===== src/rtl/clk_meter.sv =====
// Measures period and high time of an asynchronous square wave in clk_in cycles,
// with a sticky timeout when no rising edge arrives within TIMEOUT cycles.
module clk_meter #(
    parameter int CNT_W       = 32,
    parameter int TIMEOUT     = 1000000,
    parameter int SYNC_STAGES = 2
) (
    input  logic             clk_in,
    input  logic             reset,
    input  logic             enable,
    input  logic             sig_in,
    output logic [CNT_W-1:0] period,
    output logic [CNT_W-1:0] high_time,
    output logic             meas_valid,
    output logic             locked,
    output logic             timeout
);

    typedef enum logic [1:0] {
        ST_IDLE = 2'd0,
        ST_ARM  = 2'd1,
        ST_MEAS = 2'd2
    } state_t;

    localparam logic [CNT_W-1:0] CNT_MAX   = {CNT_W{1'b1}};
    localparam logic [CNT_W-1:0] CNT_ZERO  = {CNT_W{1'b0}};
    localparam logic [CNT_W-1:0] CNT_ONE   = {{(CNT_W-1){1'b0}}, 1'b1};
    localparam logic [CNT_W-1:0] TIMEOUT_C = CNT_W'(TIMEOUT);

    function automatic logic [CNT_W-1:0] sat_inc(input logic [CNT_W-1:0] value,
                                                 input logic             inc);
        logic [CNT_W-1:0] result;
        if (inc && (value != CNT_MAX)) begin
            result = value + CNT_ONE;
        end else begin
            result = value;
        end
        return result;
    endfunction

    logic [SYNC_STAGES-1:0] sync_r;
    logic                   sig_d_r;
    logic                   sig_s;
    logic                   rise_s;

    state_t           state_r, state_nx_s;
    logic [CNT_W-1:0] cnt_r, cnt_nx_s;
    logic [CNT_W-1:0] hcnt_r, hcnt_nx_s;
    logic [CNT_W-1:0] period_r, period_nx_s;
    logic [CNT_W-1:0] high_r, high_nx_s;
    logic             valid_r, valid_nx_s;
    logic             locked_r, locked_nx_s;
    logic             timeout_r, timeout_nx_s;

    assign sig_s  = sync_r[SYNC_STAGES-1];
    assign rise_s = sig_s & ~sig_d_r;

    // Synchroniser chain and one-cycle delay for edge detection
    always_ff @(posedge clk_in) begin
        if (!reset) begin
            sync_r  <= {SYNC_STAGES{1'b0}};
            sig_d_r <= 1'b0;
        end else begin
            sync_r  <= {sync_r[SYNC_STAGES-2:0], sig_in};
            sig_d_r <= sig_s;
        end
    end

    // Next-state and datapath decisions; enable low overrides every transition
    always_comb begin
        state_nx_s   = state_r;
        cnt_nx_s     = cnt_r;
        hcnt_nx_s    = hcnt_r;
        period_nx_s  = period_r;
        high_nx_s    = high_r;
        valid_nx_s   = 1'b0;
        locked_nx_s  = locked_r;
        timeout_nx_s = timeout_r;
        if (!enable) begin
            state_nx_s   = ST_IDLE;
            cnt_nx_s     = CNT_ZERO;
            hcnt_nx_s    = CNT_ZERO;
            locked_nx_s  = 1'b0;
            timeout_nx_s = 1'b0;
        end else begin
            case (state_r)
                ST_IDLE: begin
                    state_nx_s = ST_ARM;
                    cnt_nx_s   = CNT_ZERO;
                    hcnt_nx_s  = CNT_ZERO;
                end
                ST_ARM: begin
                    // The first edge only sets the reference point; nothing to report yet
                    if (rise_s) begin
                        state_nx_s   = ST_MEAS;
                        cnt_nx_s     = CNT_ONE;
                        hcnt_nx_s    = CNT_ONE;
                        timeout_nx_s = 1'b0;
                    end else if (cnt_r == TIMEOUT_C) begin
                        state_nx_s   = ST_ARM;
                        cnt_nx_s     = CNT_ZERO;
                        timeout_nx_s = 1'b1;
                        locked_nx_s  = 1'b0;
                    end else begin
                        cnt_nx_s = sat_inc(cnt_r, 1'b1);
                    end
                end
                ST_MEAS: begin
                    if (rise_s) begin
                        period_nx_s = cnt_r;
                        high_nx_s   = hcnt_r;
                        valid_nx_s  = 1'b1;
                        locked_nx_s = 1'b1;
                        cnt_nx_s    = CNT_ONE;
                        hcnt_nx_s   = CNT_ONE;
                    end else if (cnt_r == TIMEOUT_C) begin
                        state_nx_s   = ST_ARM;
                        cnt_nx_s     = CNT_ZERO;
                        timeout_nx_s = 1'b1;
                        locked_nx_s  = 1'b0;
                    end else begin
                        cnt_nx_s  = sat_inc(cnt_r, 1'b1);
                        hcnt_nx_s = sat_inc(hcnt_r, sig_s);
                    end
                end
                default: begin
                    state_nx_s   = ST_IDLE;
                    cnt_nx_s     = CNT_ZERO;
                    hcnt_nx_s    = CNT_ZERO;
                    locked_nx_s  = 1'b0;
                    timeout_nx_s = 1'b0;
                end
            endcase
        end
    end

    // State register
    always_ff @(posedge clk_in) begin
        if (!reset) begin
            state_r <= ST_IDLE;
        end else begin
            state_r <= state_nx_s;
        end
    end

    // Counters and registered outputs
    always_ff @(posedge clk_in) begin
        if (!reset) begin
            cnt_r     <= CNT_ZERO;
            hcnt_r    <= CNT_ZERO;
            period_r  <= CNT_ZERO;
            high_r    <= CNT_ZERO;
            valid_r   <= 1'b0;
            locked_r  <= 1'b0;
            timeout_r <= 1'b0;
        end else begin
            cnt_r     <= cnt_nx_s;
            hcnt_r    <= hcnt_nx_s;
            period_r  <= period_nx_s;
            high_r    <= high_nx_s;
            valid_r   <= valid_nx_s;
            locked_r  <= locked_nx_s;
            timeout_r <= timeout_nx_s;
        end
    end

    assign period     = period_r;
    assign high_time  = high_r;
    assign meas_valid = valid_r;
    assign locked     = locked_r;
    assign timeout    = timeout_r;

endmodule


===== config.mk =====
export PLATFORM = sky130hd
export DESIGN_NAME = clk_meter
export DESIGN_NICKNAME = d
export VERILOG_FILES = /design/src/rtl/clk_meter.sv
export SDC_FILE = /design/constraint.sdc
export NUM_CORES = 1
export LEC_CHECK = 0
export BUFFER_PORTS_ARGS = -buffer_cell sky130_fd_sc_hd__buf_2
export CORE_ASPECT_RATIO = 1.1
export CORE_MARGIN = 2
export CORE_UTILIZATION = 60
export CTS_CLUSTER_DIAMETER = 150
export DETAILED_ROUTE_END_ITERATION = 10
export GPL_TIMING_DRIVEN = 0
export PLACE_DENSITY_LB_ADDON = 0.3
export SKIP_CTS_REPAIR_TIMING = 1
export SYNTH_ARGS = -nofsm -noshare
export SYNTH_HDL_FRONTEND = slang
export SYNTH_SLANG_ARGS = --single-unit

===== constraint.sdc =====
create_clock -name clk_in -period 6.4 [get_ports clk_in]
set_clock_uncertainty 0.05 [all_clocks]
set_input_delay 0.64 -clock clk_in [delete_from_list [all_inputs] [get_ports clk_in]]
set_output_delay 0.64 -clock clk_in [all_outputs]
set_load 0.05 [all_outputs]

==> out/results.tsv, run 1 <==
metric	value	unit
cts_buffers	17	
critPathLaunchType	flip-flop	
drt-initial-drc-count	321	
top_usage_layer	met2	
vias	5594	
finalSetupTns	0	ns
max_cap_viol_count	0	
syn_area_per_cell	8.10	µm²
row_count	38	
gr-usage-met3	5.06	%
status	completed	
synth_fa_ha_area_share	1.45	%
ant_nets	0	
routed_wl	14.5	mm
drv_slew	0	
drc	0	
slew_headroom	35.9	%
synth_cells	745	
drive_above_1_share	14.2	%
hpwl	10.2	mm
fin_crit_sh	47.8	%
synth.area.mux_share	0.166	%
yosys.cell_types.count	49	
use_met1	31.2	%
viasPerCell	5.79	
core-area	9840	µm²
place_area	6540	µm²
rsz0062_at_grt	false	
n_fill_cell	803	
synth_ff_type	dfxtp_1	
met2_usage	49.5	%
power_density	250	nW/µm²
synth-seq-cells	136	
layout_commonest_cell	nand2_1	
pin_count	71	
setup-violations-final	0	
synth_top_family_by_area	simple AND/OR/NAND/NOR gates	
fin_area	7080	µm²
cp.arrival	3.42	ns
synth_compound_area_share	18.2	%
worstPathMaxFanout	10	
clkLatencyLatePin	0.52	ns
synthesis.nets	756	
required	6.76	ns
grt.overflow.total	0	
htree_levels	4	
grt_first_pass_wirelength	24.0	mm
worstSetupEndpointType	flip-flop	
async_flop_share	0	%
first_pass_iters	6	
nets	845	
synth-edff-count	0	
syn_to_final_growth	17.2	%
synth_area	6040	µm²
setup.worst_path.class	flip-flop to flip-flop	
cts_tree	yes	
synth_seq_area_share	45.1	%
grt_usage	27.5	%
wl_per_cell	15.0	µm
clk_pin_slew	0.06	ns
hold_viol_final	0	
p_leak	2.62	nW
dieWidth	99.6	µm
min_period	3.06	ns
synthXorXnorAreaFrac	3.77	%
grt_max_degree	17	
worstHoldPathType	input port to flip-flop	
cts_buffer_depth	2	
die-area	10900	µm²
ir_worst_vdd	0.191	mV
yosysWarnings	0	
start_util	61.3	%
portBuffers	70	
antenna_cells	0	
mostFrequentLayoutCells	nand2_1, dfxtp_1, buf_2	
die_h	109	µm
routabilityCongestion	0.920	
synth-simple-area-share	27.7	%
root_buffer	clkbuf_8	
fmax	327	MHz
antenna_found_initial	0	
tightest_slew	0.959	ns
cts.sinks	136	
grt_pass1_vias	5370	
==> per-stage QoR <==
| step | total power [mW] | hold WS, ns | cells | setup slack [ns] | utilization (%) |
|---|---|---|---|---|---|
| floorplan | 0.893 | 0.362 | 745 | 3.95 | - |
| global placement | 0.902 | 0.369 | 935 | 3.56 | 66.4 |
| detailed placement | 0.903 | 0.395 | 935 | 3.46 | 66.4 |
| CTS | 1.77 | 0.268 | 966 | 3.38 | 71.9 |
| global route | 1.82 | 0.275 | 966 | 3.09 | 71.9 |
| finish | 1.77 | 0.279 | 966 | 3.34 | 71.9 |
==> synth_stat cells, types with 2 or more instances <==
cell type | n | area [µm²]
a211oi_1 | 2 | 15.0
a21boi_0 | 64 | 480
a21oi_1 | 26 | 130
a31oi_1 | 6 | 37.5
a32o_1 | 2 | 20.0
and2_1 | 9 | 56.3
and3_1 | 19 | 119
and3_2 | 2 | 15.0
and4_1 | 6 | 52.6
buf_2 | 6 | 30.0
buf_4 | 2 | 15.0
buf_6 | 2 | 22.5
clkbuf_1 | 27 | 101
dfxtp_1 | 136 | 2720
ha_1 | 7 | 87.6
inv_1 | 10 | 37.5
nand2_1 | 164 | 616
nand2b_1 | 2 | 12.5
nand3_1 | 23 | 115
nand4_1 | 25 | 156
nor2_1 | 73 | 274
nor2b_1 | 2 | 12.5
nor3_1 | 11 | 55.1
nor3b_1 | 3 | 22.5
nor4_1 | 6 | 37.5
nor4b_1 | 3 | 26.3
o21ai_0 | 42 | 210
o21ai_1 | 8 | 40.0
o31ai_1 | 6 | 45.0
o41ai_1 | 3 | 26.3
or3_1 | 6 | 37.5
xnor2_1 | 13 | 114
xor2_1 | 13 | 114
==> logic make-up (layout without fill, tap and decap cells) <==
family          Yosys count  count (layout)
simple gates            361             361
compound gates          166             166
flops                   136             136
buf+inv                  48             149
xor+xnor                 26              26
fa+ha+maj                 7               7
mux                       1               1
==> critical path, stage by stage (launching register included) <==
cell,delay (ns)
dfxtp_1,0.38
ha_1,0.21
nand3_1,0.16
nor4_1,0.80
nand4_1,0.42
a21oi_4,0.40
buf_2,0.31
o21ai_0,0.13
o41ai_1,0.08
==> area by class of cell <==
type	count	area, µm²	share of cell area [%]
multi-input cells	561	3090	43.7
inverters	10	37.5	0.531
flip-flops and latches	136	2720	38.5
clock buffers	23	467	6.60
clock inverters	8	72.6	1.03
plain buffers	38	183	2.58
repair buffers	70	350	4.95
well taps	120	150	2.12
==> registers in the layout, summed over array words and instances (netlist names), 2 cells and up <==
signal	cells
cnt_r	32
hcnt_r	32
high_time	32
period	32
state_r	2
sync_r	2
==> final timing paths <==
check                     to       from  slack (ns)  cells after the start
setup reg to reg  hcnt_r[25]  hcnt_r[0]        3.34                      8
hold / removal     sync_r[0]     sig_in        0.28                      2
hold reg to reg    sync_r[1]  sync_r[0]        0.40                      1
setup / recovery  hcnt_r[25]  hcnt_r[0]        3.34                      8
==> power by group <==
group	switching [mW]	internal, mW	total (mW)
clock	0.344	0.541	0.885
sequential	0.00133	0.848	0.850
combinational	0.0210	0.0148	0.0358
==> per-layer routing <==
layer  vias up  part of all wire (%)
met4         0                   3.0
met5         -                     0
met1      2617                    40
met3        47                   4.9
li1       2754                     -
met2       176                    52
(Power assumes the default switching activity.)
==> run 2, diff against run 1 <==
--- a/config.mk
+++ b/config.mk
@@ -5,10 +5,11 @@
 export SDC_FILE = /design/constraint.sdc
 export NUM_CORES = 1
 export LEC_CHECK = 0
+export ABC_AREA = 1
 export BUFFER_PORTS_ARGS = -buffer_cell sky130_fd_sc_hd__buf_2
 export CORE_ASPECT_RATIO = 1.1
 export CORE_MARGIN = 2
-export CORE_UTILIZATION = 60
+export CORE_UTILIZATION = 53
 export CTS_CLUSTER_DIAMETER = 150
 export DETAILED_ROUTE_END_ITERATION = 10
 export GPL_TIMING_DRIVEN = 0
==> constraint.sdc (replaced) <==
create_clock -name clk_in -period 2.7 [get_ports clk_in]
set_clock_uncertainty 0.05 [all_clocks]
set_input_delay 0.27 -clock clk_in [delete_from_list [all_inputs] [get_ports clk_in]]
set_output_delay 0.27 -clock clk_in [all_outputs]
set_load 0.05 [all_outputs]
==> run 2 against run 1 <==
Global-route usage up 0.68 points; sequential cell count stayed put; die area up 23%; count of clock-buffer cells in the layout stayed put; maximum frequency rose by 23%; critical endpoint is now period[6]; highest routed layer unchanged.
==> out/results.tsv, run 2 <==
metric	value	unit
status	completed	
synth_top_area_share	41.1	%
synth-seq-cells	136	
layout_commonest_cell	nand2_1	
grt_max_degree	17	
hpwl	13.8	mm
rsz0062_at_grt	false	
ir_worst_vdd	0.496	mV
hold_viol_final	0	
slew_headroom	51.4	%
antenna_cells	0	
power_density	575	nW/µm²
first_pass_iters	5	
grt_pass1_vias	6229	
cell_internal_pwr	3.55	mW
yosysTopAreaCell	dfxtp_1	
synth_most_common_cell	nand2_1	
fin_crit_sh	92.4	%
setup-violations-final	0	
critPathLaunchType	flip-flop	
grt_first_pass_wirelength	30.0	mm
p_leak	3.21	nW
dieWidth	111	µm
synth_area	6630	µm²
finalSetupTns	0	ns
clk_pin_slew	0.06	ns
start_util	54.6	%
root_buffer	clkbuf_16	
cts_tree	yes	
yosysWarnings	0	
syn_to_final_growth	17.4	%
grt_usage	28.2	%
power_switching	921	µW
drv_slew	0	
mostFrequentLayoutCells	nand2_1, dfxtp_1, nor2_1	
worstHoldPathType	input port to flip-flop	
tightest_slew	0.729	ns
cp.arrival	2.75	ns
syn_area_per_cell	6.79	µm²
drc	0	
clkLatencyLatePin	0.43	ns
routed_wl	18.4	mm
power_frac_comb	2.3	%
seqPwrFrac	45.1	%
synth-edff-count	0	
core-area	12100	µm²
drive_above_1_share	13.6	%
synth_cells	975	
worstSetupEndpointType	flip-flop	
min_period	2.49	ns
synth_common_cells	nand2_1, dfxtp_1, nor2_1, inv_1, a21oi_1	
routabilityCongestion	0.943	
power.share.clock	52.6	%
synthesis.nets	986	
async_flop_share	0	%
max_cap_viol_count	0	
cts_buffer_depth	2	
vias	6528	
fmax	401	MHz
yosys.cell_types.count	35	
row_count	42	
holdWs	0.247	ns
pin_count	71	
portBuffers	70	
die-area	13400	µm²
cts.sinks	136	
worstPathMaxFanout	10	
wl_per_cell	14.9	µm
ant_nets	0	
die_h	121	µm
synth_seq_area_share	41.1	%
synth_ff_type	dfxtp_1	
drt-initial-drc-count	449	
grt.overflow.total	0	
cts_buffers	17	
p_sw_share	20.6	%
viasPerCell	5.30	
required	2.95	ns
setup.worst_path.class	flip-flop to flip-flop	
synth_area_leaders	dfxtp_1, nand2_1, a21oi_1	
nets	1076	
htree_levels	4	
antenna_found_initial	0	
## run 2: changes by cell type after synthesis, sizes merged, moves of 8 or more
| cell | delta |
|---|---|
| nand2 | +109 |
| inv | +98 |
| a21oi | +71 |
| a21boi | -62 |
| nor2 | +47 |
| nand3 | +28 |
| and3 | -21 |
| nand4 | -14 |
| o21ai | +14 |
| and2 | -10 |
| nor3 | +9 |
| xnor2 | -8 |
| xor2 | +8 |
## run 2: worst paths after layout
kind,start,endpoint,slack (ns),cells after the start
worst min register to register,sync_r[0],sync_r[1],0.36,2
worst min-delay path,enable,cnt_r[0],0.25,5
worst max register to register,sync_r[1],period[6],0.21,7
worst max-delay path,sync_r[1],period[6],0.21,7
## run 2: layout make-up
class,count,area (µm²)
well taps,154,193
clock buffers,23,478
clock inverters,8,120
inverters,108,405
flip-flops and latches,136,2720
plain buffers,35,154
repair buffers,71,360
fillers,1155,4360
multi-input cells,696,3340
## run 2: worst max-delay path, cell delays in order (launching register included)
cell      delay [ns]
dfxtp_1         0.37
inv_1           0.06
nor2_1          0.33
nand3_1         0.38
inv_2           0.27
clkbuf_1        0.48
buf_2           0.34
a21oi_1         0.11
## run 2: layer usage
metal	GRT usage [%]	vias to the layer above	wire (µm)
met5	0	-	0
met3	5.99	52	932
met4	15.9	0	845
met1	32.6	2980	7610
li1	-	3308	-
met2	48.5	188	8980
## run 2: power groups by stage
| stage | Clock (mW) | Combinational, mW | Sequential, mW |
|---|---|---|---|
| global placement | 0 | 0.0992 | 2.06 |
| detailed placement | 0 | 0.0999 | 2.06 |
| floorplan | 0 | 0.0688 | 2.06 |
| finish | 2.35 | 0.103 | 2.02 |
| global route | 2.47 | 0.113 | 2.02 |
| CTS | 2.39 | 0.101 | 2.02 |
## run 2: logic make-up (layout without fill, tap and decap cells)
kind of cell	after synthesis	after routing	share of synthesized area [%]
DFF	136	136	41.1
xor gates and xnor gates	26	26	3.44
AOI/OAI and AO/OA	179	179	14.6
adders and majority gates	7	7	1.32
buffers and inverters	143	245	8.44
and+or+nand+nor	484	484	31.1
## run 2: per-stage QoR
stage	util [%]	instances	total power [mW]	setup slack [ns]	cell area, µm²
floorplan	-	975	2.13	0.923	6630
global placement	59.0	1199	2.16	0.269	7170
detailed placement	59.0	1199	2.16	0.251	7170
CTS	64.0	1230	4.51	0.234	7770
global route	64.1	1231	4.60	0.0580	7780
finish	64.1	1231	4.47	0.206	7780
